File: config.mk
export PLATFORM = sky130hd
export DESIGN_NAME = twiddle_addr_gen
export DESIGN_NICKNAME = d
export VERILOG_FILES = /design/src/rtl/twiddle_addr_gen.sv
export SDC_FILE = /design/constraint.sdc
export NUM_CORES = 1
export LEC_CHECK = 0
export CAP_MARGIN = 30
export CELL_PAD_IN_SITES_DETAIL_PLACEMENT = 1
export CELL_PAD_IN_SITES_GLOBAL_PLACEMENT = 1
export CORE_MARGIN = 2
export CORE_UTILIZATION = 37
export DETAILED_ROUTE_END_ITERATION = 16
export GPL_ROUTABILITY_DRIVEN = 0
export PLACE_DENSITY = 0.8
export SYNTH_ARGS = -nofsm -noshare
export SYNTH_HDL_FRONTEND = slang
export SYNTH_SLANG_ARGS = --single-unit
File: constraint.sdc
create_clock -name clk -period 3.31 [get_ports clk]
set_clock_uncertainty 0.05 [all_clocks]
set_input_delay 0.662 -clock clk [delete_from_list [all_inputs] [get_ports clk]]
set_output_delay 0.662 -clock clk [all_outputs]
set_load 0.02 [all_outputs]
File: src/rtl/twiddle_addr_gen.sv
// Twiddle ROM address generator for a radix-2 FFT stage sweep.
// Each accepted start walks the butterfly counter j across one stage. For every
// read it issues the ROM address, and it produces the matching operand pair
// indices one cycle later, in the same cycle as the ROM data.
module twiddle_addr_gen #(
    parameter int ADDR_WIDTH  = 9,
    parameter int STAGE_WIDTH = 4
) (
    input  logic                   clk,
    input  logic                   rst,
    input  logic                   start,
    input  logic [STAGE_WIDTH-1:0] stage,
    input  logic                   stall,
    output logic                   rd_en,
    output logic [ADDR_WIDTH-1:0]  address,
    output logic                   tw_valid,
    output logic [ADDR_WIDTH:0]    pair_top,
    output logic [ADDR_WIDTH:0]    pair_bot,
    output logic                   last,
    output logic                   busy,
    output logic                   done,
    output logic                   err
);

    typedef enum logic [1:0] {IDLE, RUN, FLUSH, DONE} state_t;

    localparam logic [STAGE_WIDTH-1:0] MAX_STAGE = STAGE_WIDTH'(ADDR_WIDTH);
    localparam logic [ADDR_WIDTH-1:0]  LAST_J    = '1;
    localparam logic [ADDR_WIDTH-1:0]  LOW_ONES  = '1;
    localparam logic [ADDR_WIDTH:0]    ONE_WIDE  = (ADDR_WIDTH+1)'(1);

    state_t                   state;
    state_t                   next_state;
    logic [ADDR_WIDTH-1:0]    j;
    logic [STAGE_WIDTH-1:0]   s;
    logic                     accept;
    logic                     reject;
    logic [ADDR_WIDTH-1:0]    mask;
    logic [ADDR_WIDTH-1:0]    k;
    logic [ADDR_WIDTH-1:0]    group_bits;
    logic [ADDR_WIDTH:0]      span;
    logic [ADDR_WIDTH:0]      top_calc;
    logic [ADDR_WIDTH:0]      bot_calc;

    // State register
    always_ff @(posedge clk) begin
        if (rst) state <= IDLE;
        else     state <= next_state;
    end

    // Next-state decode and the per-state control strobes
    always_comb begin
        next_state = state;
        rd_en      = 1'b0;
        busy       = 1'b0;
        done       = 1'b0;
        accept     = 1'b0;
        reject     = 1'b0;
        case (state)
            IDLE: begin
                if (start) begin
                    if (stage <= MAX_STAGE) begin
                        accept     = 1'b1;
                        next_state = RUN;
                    end else begin
                        reject = 1'b1;
                    end
                end
            end
            RUN: begin
                busy  = 1'b1;
                rd_en = !stall;
                if (!stall && j == LAST_J) next_state = FLUSH;
            end
            FLUSH: begin
                busy       = 1'b1;
                next_state = DONE;
            end
            DONE: begin
                done       = 1'b1;
                next_state = IDLE;
            end
            default: next_state = IDLE;
        endcase
    end

    // Index arithmetic: span = 2^(ADDR_WIDTH-s), so j splits into low bits k and
    // high bits g by a mask. pair_top = g*2*span + k is the high bits shifted up
    // one place. Bit (ADDR_WIDTH-s) of pair_top is always 0, so adding span is an OR.
    always_comb begin
        mask       = LOW_ONES >> s;
        k          = j & mask;
        group_bits = j & ~mask;
        span       = ONE_WIDE << (MAX_STAGE - s);
        top_calc   = {group_bits, 1'b0} | {1'b0, k};
        bot_calc   = top_calc | span;
        address    = (state == RUN) ? (k << s) : '0;
    end

    // Butterfly counter and latched stage; j parks on the last index instead of wrapping
    always_ff @(posedge clk) begin
        if (rst) begin
            j <= '0;
            s <= '0;
        end else if (accept) begin
            j <= '0;
            s <= stage;
        end else if (rd_en && j != LAST_J) begin
            j <= j + 1'b1;
        end
    end

    // One-cycle pipeline that lines up the pair indices with the ROM read data
    always_ff @(posedge clk) begin
        if (rst) begin
            tw_valid <= 1'b0;
            pair_top <= '0;
            pair_bot <= '0;
            last     <= 1'b0;
            err      <= 1'b0;
        end else begin
            tw_valid <= rd_en;
            pair_top <= rd_en ? top_calc : '0;
            pair_bot <= rd_en ? bot_calc : '0;
            last     <= rd_en && (j == LAST_J);
            err      <= reject;
        end
    end

endmodule

After elaboration in Yosys (flattened, before gate mapping)
Cells that the tools add are included.
{ "op_classes": {"addsub": 2, "n_mul": 0, "div_mod_pow": 0, "n_lt_le_gt_ge": 1, "n_eq_ne": 8, "shift": 3, "mux": 12, "bitwise_logic": 8, "n_reduce_logical": 10} }
{ "op_table": {"columns": ["operator", "count"], "rows": [
  ["9-bit AND", 2],
  ["10-bit OR", 1],
  ["10-bit by 9-bit OR with 10-bit output", 1],
  ["1-bit by 4-bit << shifter with 10-bit output (first input constant)", 1],
  ["9-bit by 1-bit adder with 9-bit output (second input constant)", 1],
  ["9-bit == test (second input constant)", 1],
  ["9-bit two-way mux", 1],
  ["9-bit inequality test (second input constant)", 1],
  ["9-bit NOT", 1],
  ["9-bit by 4-bit << shifter with 9-bit output", 1],
  ["9-bit by 4-bit >> shifter with 9-bit output (first input constant)", 1],
  ["2-bit one-hot mux with 4 select lines", 1],
  ["1-bit two-way mux", 7],
  ["2-bit two-way mux", 3],
  ["2-bit inequality test (second input constant)", 3],
  ["2-bit OR reduction", 3],
  ["2-bit == test (second input constant)", 2],
  ["4-bit less-or-equal comparator (second input constant)", 1],
  ["4-bit subtractor (first input constant)", 1],
  ["1-bit logical AND", 3],
  ["1-bit NOT", 3],
  ["3-bit AND reduction", 1],
  ["3-bit OR reduction", 1],
  ["2-bit by 1-bit == test with 1-bit output (second input constant)", 1],
  ["2 further kinds", 2]
]} }
{ "totals": {"register_bits": 38, "latchBits": 0, "ramBits": 0, "rom_bits": 0, "in_bits": 8, "output_inout_bits": 35, "wordCells": 52, "mem_count": 0} }

Longest topological paths before layout
Gate-level depths: netlist (run 1).
{ "logic_depth": {"depth_word": 5, "mapped_depth": 8, "ltp_nobuf": 8} }

Worst setup path before layout (run 1)
Ideal clock, no wire load.
{ "synth_timing": {"path_type": "reg2out", "start": "register s[2]", "end": "output port address[8]", "arrival_time_ns": 1.980, "required_ns": 2.598, "setup_slack_ns": 0.618, "path_stages_with_launch": 9, "path_buffers": 1, "path_cell_list": "dfxtp_1 -> clkbuf_1 -> inv_1 -> ha_1 -> ha_1 -> and2_1 -> mux4_2 -> nand2b_1 -> o311a_1"} }
{ "synth_via": {"elab_chain_len": 4} }
{ "synth_rtl": {"columns": ["element", "line_no", "source"], "rows": [
  ["start: declaration", "35", "logic [STAGE_WIDTH-1:0] s;"],
  ["start signal: assignment", "107", "s <= stage;"],
  ["9-bit by 4-bit >> shifter with 9-bit output", "91", "mask = LOW_ONES >> s;"],
  ["9-bit AND", "92", "k = j & mask;"],
  ["9-bit by 4-bit << shifter with 9-bit output *", "97", "address = (state == RUN) ? (k << s) : '0;"],
  ["9-bit two-way mux *", "97", null],
  ["end: declaration", "15", "output logic [ADDR_WIDTH-1:0] address,"]
]} }
Every way passes the cells marked *; elsewhere a longest branch is shown, timed or not.

Worst setup path in the final report (run 1)
{ "layout_timing": {"start": "register s[1]", "end": "output port address[5]"} }
The elaborated chain is that of the path after synthesis.

==> results of run 1 <==
-- per-layer routing --
metal | vias to the layer above | share of wire | global-route usage
li1 | 840 | - | -
met3 | 5 | 0.039 | 0.0438
met2 | 43 | 0.48 | 0.330
met5 | - | 0 | 0
met1 | 804 | 0.47 | 0.219
met4 | 0 | 0.011 | 0.0455
-- stage by stage --
stage	hold WS [ns]	instance area, um2	util
floorplan	0.451	1950	-
global placement	0.478	2420	0.478
detailed placement	0.506	2420	0.478
CTS	0.517	2510	0.496
global route	0.544	2520	0.497
finish	0.510	2520	0.497
-- kinds of logic (layout without fill, tap and decap cells) --
| group | count (synthesis) | count (layout) |
|---|---|---|
| and+or+nand+nor | 90 | 90 |
| AOI/OAI and AO/OA | 41 | 41 |
| DFF | 38 | 38 |
| buffers and inverters | 23 | 65 |
| muxes | 11 | 11 |
| adders and majority gates | 10 | 10 |
| xor gates and xnor gates | 7 | 7 |
-- path summary, 6_finish.rpt --
path                            cells after the start          to  slack (ns)     start
worst max-delay path                                7  address[5]        0.13      s[1]
worst min register to register                      2    state[0]        0.51  state[0]
worst min-delay path                                2    state[0]        0.51  state[0]
worst max register to register                      8    state[1]        0.92      j[0]
-- sequential cells by signal, indices dropped and copies added (netlist names) --
signal and cells:
pair_bot 10, tw_valid 1, last 1, state 2, s 4, j 9
pair_top 10, err 1
-- layout by cell type, fill, tap and decap left out, types with 4 or more instances in the layout --
master	instances
clkbuf_8	6
nor3_1	5
nand2_1	21
a21oi_2	6
dfxtp_1	38
o21bai_1	4
ha_1	10
and3_1	6
nand3_1	4
mux2i_1	8
o21ai_0	5
a21oi_1	4
buf_4	7
clkdlybuf4s50_1	40
nor2_1	29
nor2b_1	4
nand4_1	4
xor2_1	6
inv_1	6
-- power groups by stage --
stage / combinational, W / clock, W / sequential, W
after global routing: 0.000531 / 0.000353 / 0.000521
after CTS: 0.000480 / 0.000338 / 0.000515
after detailed placement: 0.000478 / 0 / 0.000526
after floorplan: 0.000332 / 0 / 0.000524
final: 0.000475 / 0.000329 / 0.000515
after global placement: 0.000463 / 0 / 0.000523
-- worst reg2reg max path, stage by stage, from the launching register on --
cell and delay [ns]:
dfxtp_1 0.53, ha_1 0.27, and3_1 0.16, and3_1 0.15, ha_1 0.25, nand2b_1 0.10, a221oi_1 0.47, mux2i_1 0.24
nor2_1 0.06
-- what timing repair did --
item                                    4_1_cts  5_1_grt
hold buffers                                  0        0
gates resized for setup                       0        2
endpoints found under the setup margin        0        2
hold endpoints to repair                      0        0
-- layout make-up --
type | instances | area [um2] | area share
timing repair buffer | 49 | 478 | 0.190
multi-input combinational | 159 | 1070 | 0.425
tap | 70 | 87.6 | 0.0348
clock inverter | 1 | 5.00 | 0.00199
clock buffer | 7 | 86.3 | 0.0343
sequential | 38 | 761 | 0.302
inverter | 8 | 31.3 | 0.0124
==> impl_metrics.py, run 1 <==
metrics = {
    "outcome": {
        "status": "complete, no violations",
    },
    "yosys": {
        "synthFlopType": "dfxtp_1",
        "synth_adder_area_share": 0.0643,
        "synthesis.area_mm2": 0.00195,
        "synth_edf_count": 0,
        "avgSynthCellArea_um2": 8.84,
        "yosysTopAreaCell": "dfxtp_1",
        "yosysWarnings": 0,
        "muxShareOfSynthArea": 0.0643,
        "yosys.area_share.simple": 0.235,
        "ys_seq_elements": 38,
        "ys_top_cells_by_area": "dfxtp_1, ha_1, nor2_1",
        "synth.net_count": 238,
        "synth_top_family_by_area": "simple AND/OR/NAND/NOR gates",
        "synth_cell_types": 51,
        "synth-seq-area-share": 0.391,
        "synth_cells": 220,
        "synth_xor_area_frac": 0.0315,
        "ys_async_sr_fraction": 0,
        "yosysMostFrequentCell": "dfxtp_1",
        "synth_compound_area_frac": 0.156,
        "synth_top_area_frac": 0.391,
        "synthTopCellsByCount": "dfxtp_1, nor2_1, nand2_1, ha_1, mux2i_1",
    },
    "critical_path": {
        "critical-path-top-delay-family": "buffers and inverters",
        "crit_slowest_cell": "clkdlybuf4s50_1",
        "worstPathCellList": "buf_4 > ha_1 > or3b_1 > a21oi_1 > a221oi_1 > nor2_1 > clkdlybuf4s50_1",
        "end_kind": "primary output",
        "crit_fanout": 20,
        "slowest_delay_ns": 0.60,
        "path_buf_inv": 2,
        "crit_path_start_kind": "flop",
        "crit_required_ns": 2.60,
        "arrival_ns": 2.47,
        "path_class": "reg2out",
    },
    "drt": {
        "postRouteAntennaNets": 0,
        "wl_per_cell_um": 15.0,
        "num_vias": 1692,
        "vias_per_cell": 5.10,
        "drtIter0Drc": 59,
        "drt_pass1_iterations": 4,
        "routed_wirelength_mm": 4.99,
        "drc": 0,
    },
    "grt": {
        "track_usage": 0.184,
        "grt_overflow": 0,
        "grt_pass1_vias": 1756,
        "antenna_found_initial": 0,
        "grt_pass1_wl_mm": 8.50,
        "grt_max_degree": 21,
    },
    "sta": {
        "slew_violations": 0,
        "tns_ns": 0,
        "fin_ws_ns": 0.132,
        "slew_headroom": 0.661,
        "period_needed_ns": 3.18,
        "rsz0062_at_grt": "false",
        "tightest_slew_ns": 0.509,
        "setup_violations": 0,
        "finalHoldViolCount": 0,
        "timing.final.crit_share": 0.960,
        "max_freq_ghz": 0.315,
    },
    "power": {
        "switching_share": 0.357,
        "leakagePower_nw": 0.997,
        "p_sw_w": 0.000471,
        "clkPwrFrac": 0.250,
        "seqPwrFrac": 0.390,
        "pwr-share-comb": 0.360,
        "internal_power_w": 0.000847,
        "p_per_area_mw_per_mm2": 523,
        "vdd_ir_drop_max_mv": 0.398,
        "p_total_w": 0.00132,
    },
    "cells_and_area": {
        "fillers": 617,
        "area_growth_pct": 29.5,
        "n_antenna_cell": 0,
        "drive_gt1_frac": 0.118,
        "final_cells": 332,
        "num-nets-final": 279,
    },
    "clocking": {
        "cts_max_level": 2,
        "cts_buffers": 5,
        "path_clk_slew_ns": 0.08,
        "cts_root_buffer": "clkbuf_8",
        "clkLatencyLatePin_ns": 0.29,
        "cts_setup_buffers": 0,
        "cts_tree": "built",
        "cts_sinks": 38,
        "cts_buffer_depth": 2,
    },
    "floorplan": {
        "rows": 26,
        "die_area_mm2": 0.00585,
        "dieWidth_um": 76.5,
        "die_h_um": 76.5,
        "pin_count": 43,
        "core_area_mm2": 0.00507,
        "start_util": 0.383,
    },
    "placement": {
        "placed_cells": 324,
        "port_buffers": 42,
        "dp_slack_ns": 0.374,
        "dpl.hpwl_mm": 3.75,
    },
    "job": {
        "max-cap-violations": 0,
    },
    "worst_hold_path": {
        "hp-class": "reg2reg",
    },
}
(Power assumes the default switching activity.)
==> run 2, diff against run 1 <==
- CORE_ASPECT_RATIO: default -> 1.25
- HOLD_SLACK_MARGIN: default -> 0.1
==> run 2 against run 1 <==
Effect of this change: via count rose by 1.7%; combinational power is 2% lower; total power grew 0.15%; final cell count shrank 2.4%; largest power group unchanged; design area down 0.30%; setup slack gained 0.028 ns; sequential share of layout area rose by 0.090 points; critical path depth unchanged.
==> impl_metrics.py, run 2 (synthesis gave the netlist of run 1 again) <==
metrics = {
    "outcome": {
        "status": "complete, no violations",
    },
    "sta": {
        "rsz0062_at_grt": "false",
        "tns_ns": 0,
        "tightest_slew_ns": 0.501,
        "setup_violations": 0,
        "slew_violations": 0,
        "timing.final.crit_share": 0.952,
        "period_needed_ns": 3.15,
        "max_freq_ghz": 0.317,
        "slew_headroom": 0.666,
        "finalHoldViolCount": 0,
    },
    "grt": {
        "grt_pass1_wl_mm": 8.41,
        "grt_pass1_vias": 1746,
        "grt_max_degree": 21,
        "grt_overflow": 0,
        "track_usage": 0.192,
        "antenna_found_initial": 0,
    },
    "critical_path": {
        "crit_required_ns": 2.60,
        "arrival_ns": 2.44,
        "end_kind": "primary output",
        "path_class": "reg2out",
        "crit_path_start_kind": "flop",
        "crit_fanout": 20,
    },
    "cells_and_area": {
        "area_growth_pct": 29.1,
        "post-route-util": 0.495,
        "multi_input_area_mm2": 0.00107,
        "drive_gt1_frac": 0.122,
        "num-nets-final": 279,
        "n_antenna_cell": 0,
        "seqCellArea_um2": 761,
        "fillers": 610,
        "final_cell_mix": "clkdlybuf4s50_1, dfxtp_1, nor2_1, nand2_1, ha_1",
        "final_common_cell": "clkdlybuf4s50_1",
        "reg_top3": "pair_bot: 10 flops, pair_top: 10 flops, j: 9 flops",
        "final_cells": 324,
    },
    "placement": {
        "port_buffers": 42,
        "dpl.hpwl_mm": 3.79,
        "placed_cells": 316,
    },
    "clocking": {
        "cts_sinks": 38,
        "cts_root_buffer": "clkbuf_8",
        "cts_buffer_depth": 2,
        "path_clk_slew_ns": 0.08,
        "cts_max_level": 2,
        "cts_hold_buf": 0,
        "cts_buffers": 5,
        "clkLatencyLatePin_ns": 0.30,
        "cts_tree": "built",
    },
    "drt": {
        "routed_wirelength_mm": 4.95,
        "drc": 0,
        "postRouteAntennaNets": 0,
        "wl_per_cell_um": 15.3,
        "vias_per_cell": 5.31,
        "drtIter0Drc": 53,
        "num_vias": 1720,
        "drt_pass1_iterations": 4,
    },
    "power": {
        "p_per_area_mw_per_mm2": 526,
        "leakagePower_nw": 1.00,
        "switching_share": 0.362,
        "vdd_ir_drop_max_mv": 0.375,
        "clkPwrFrac": 0.255,
        "pwr-share-comb": 0.354,
        "internal_power_w": 0.000843,
        "seqPwrFrac": 0.392,
        "p_sw_w": 0.000477,
    },
    "worst_hold_path": {
        "hp-class": "reg2reg",
    },
    "floorplan": {
        "pin_count": 43,
        "start_util": 0.383,
        "dieWidth_um": 68.9,
        "die_area_mm2": 0.00586,
        "rows": 29,
        "die_h_um": 85.1,
        "core_area_mm2": 0.00508,
    },
    "job": {
        "max-cap-violations": 0,
    },
}
[run 2: cell type report]
cell class | count | area share
clock inverters | 2 | 0.00498
clock buffers | 6 | 0.0329
well taps | 62 | 0.0309
repair buffers | 49 | 0.190
inverters | 8 | 0.0125
flip-flops and latches | 38 | 0.303
multi-input cells | 159 | 0.426
[run 2: final timing paths]
| kind | start | endpoint | slack, ns | cells past startpoint |
|---|---|---|---|---|
| worst max register to register | j[0] | state[1] | 0.89 | 8 |
| worst max-delay path | s[1] | address[3] | 0.16 | 7 |
| worst min register to register | state[0] | state[0] | 0.50 | 2 |
| worst min-delay path | state[0] | state[0] | 0.50 | 2 |
[run 2: critical path, stage by stage (launching register included)]
cell	delay (ns)
dfxtp_1	0.32
buf_4	0.20
ha_1	0.25
or3b_1	0.36
a21oi_1	0.20
o21ai_1	0.10
nor2_1	0.10
clkdlybuf4s50_1	0.61
[run 2: timing repair]
action | 4_1_cts | 5_1_grt
endpoints found under the setup margin | 1 | 2
gates resized for setup | 1 | 2
hold endpoints to repair | 0 | 0
buffers inserted | 0 | 0
[run 2: per-layer routing]
metal	part of all wire	wire length, um	track usage
met5	0	0	0
met1	0.43	2150	0.233
met4	0.020	97	0.0820
met3	0.046	226	0.0358
met2	0.50	2480	0.323
[run 2: power groups by stage]
stage,Sequential (W),Clock [W],Combinational (W)
after floorplan,0.000524,0,0.000332
after global placement,0.000526,0,0.000461
after detailed placement,0.000527,0,0.000472
after CTS,0.000517,0.000348,0.000474
after global routing,0.000521,0.000366,0.000517
final,0.000517,0.000336,0.000467
[run 2: stage by stage]
step	power (W)	setup WS (ns)	area [um2]	hold WS [ns]
floorplan	0.000855	0.618	1950	0.451
global placement	0.000986	0.396	2410	0.476
detailed placement	0.000999	0.356	2410	0.497
CTS	0.00134	0.106	2510	0.508
global route	0.00140	0.0185	2510	0.543
finish	0.00132	0.159	2510	0.504
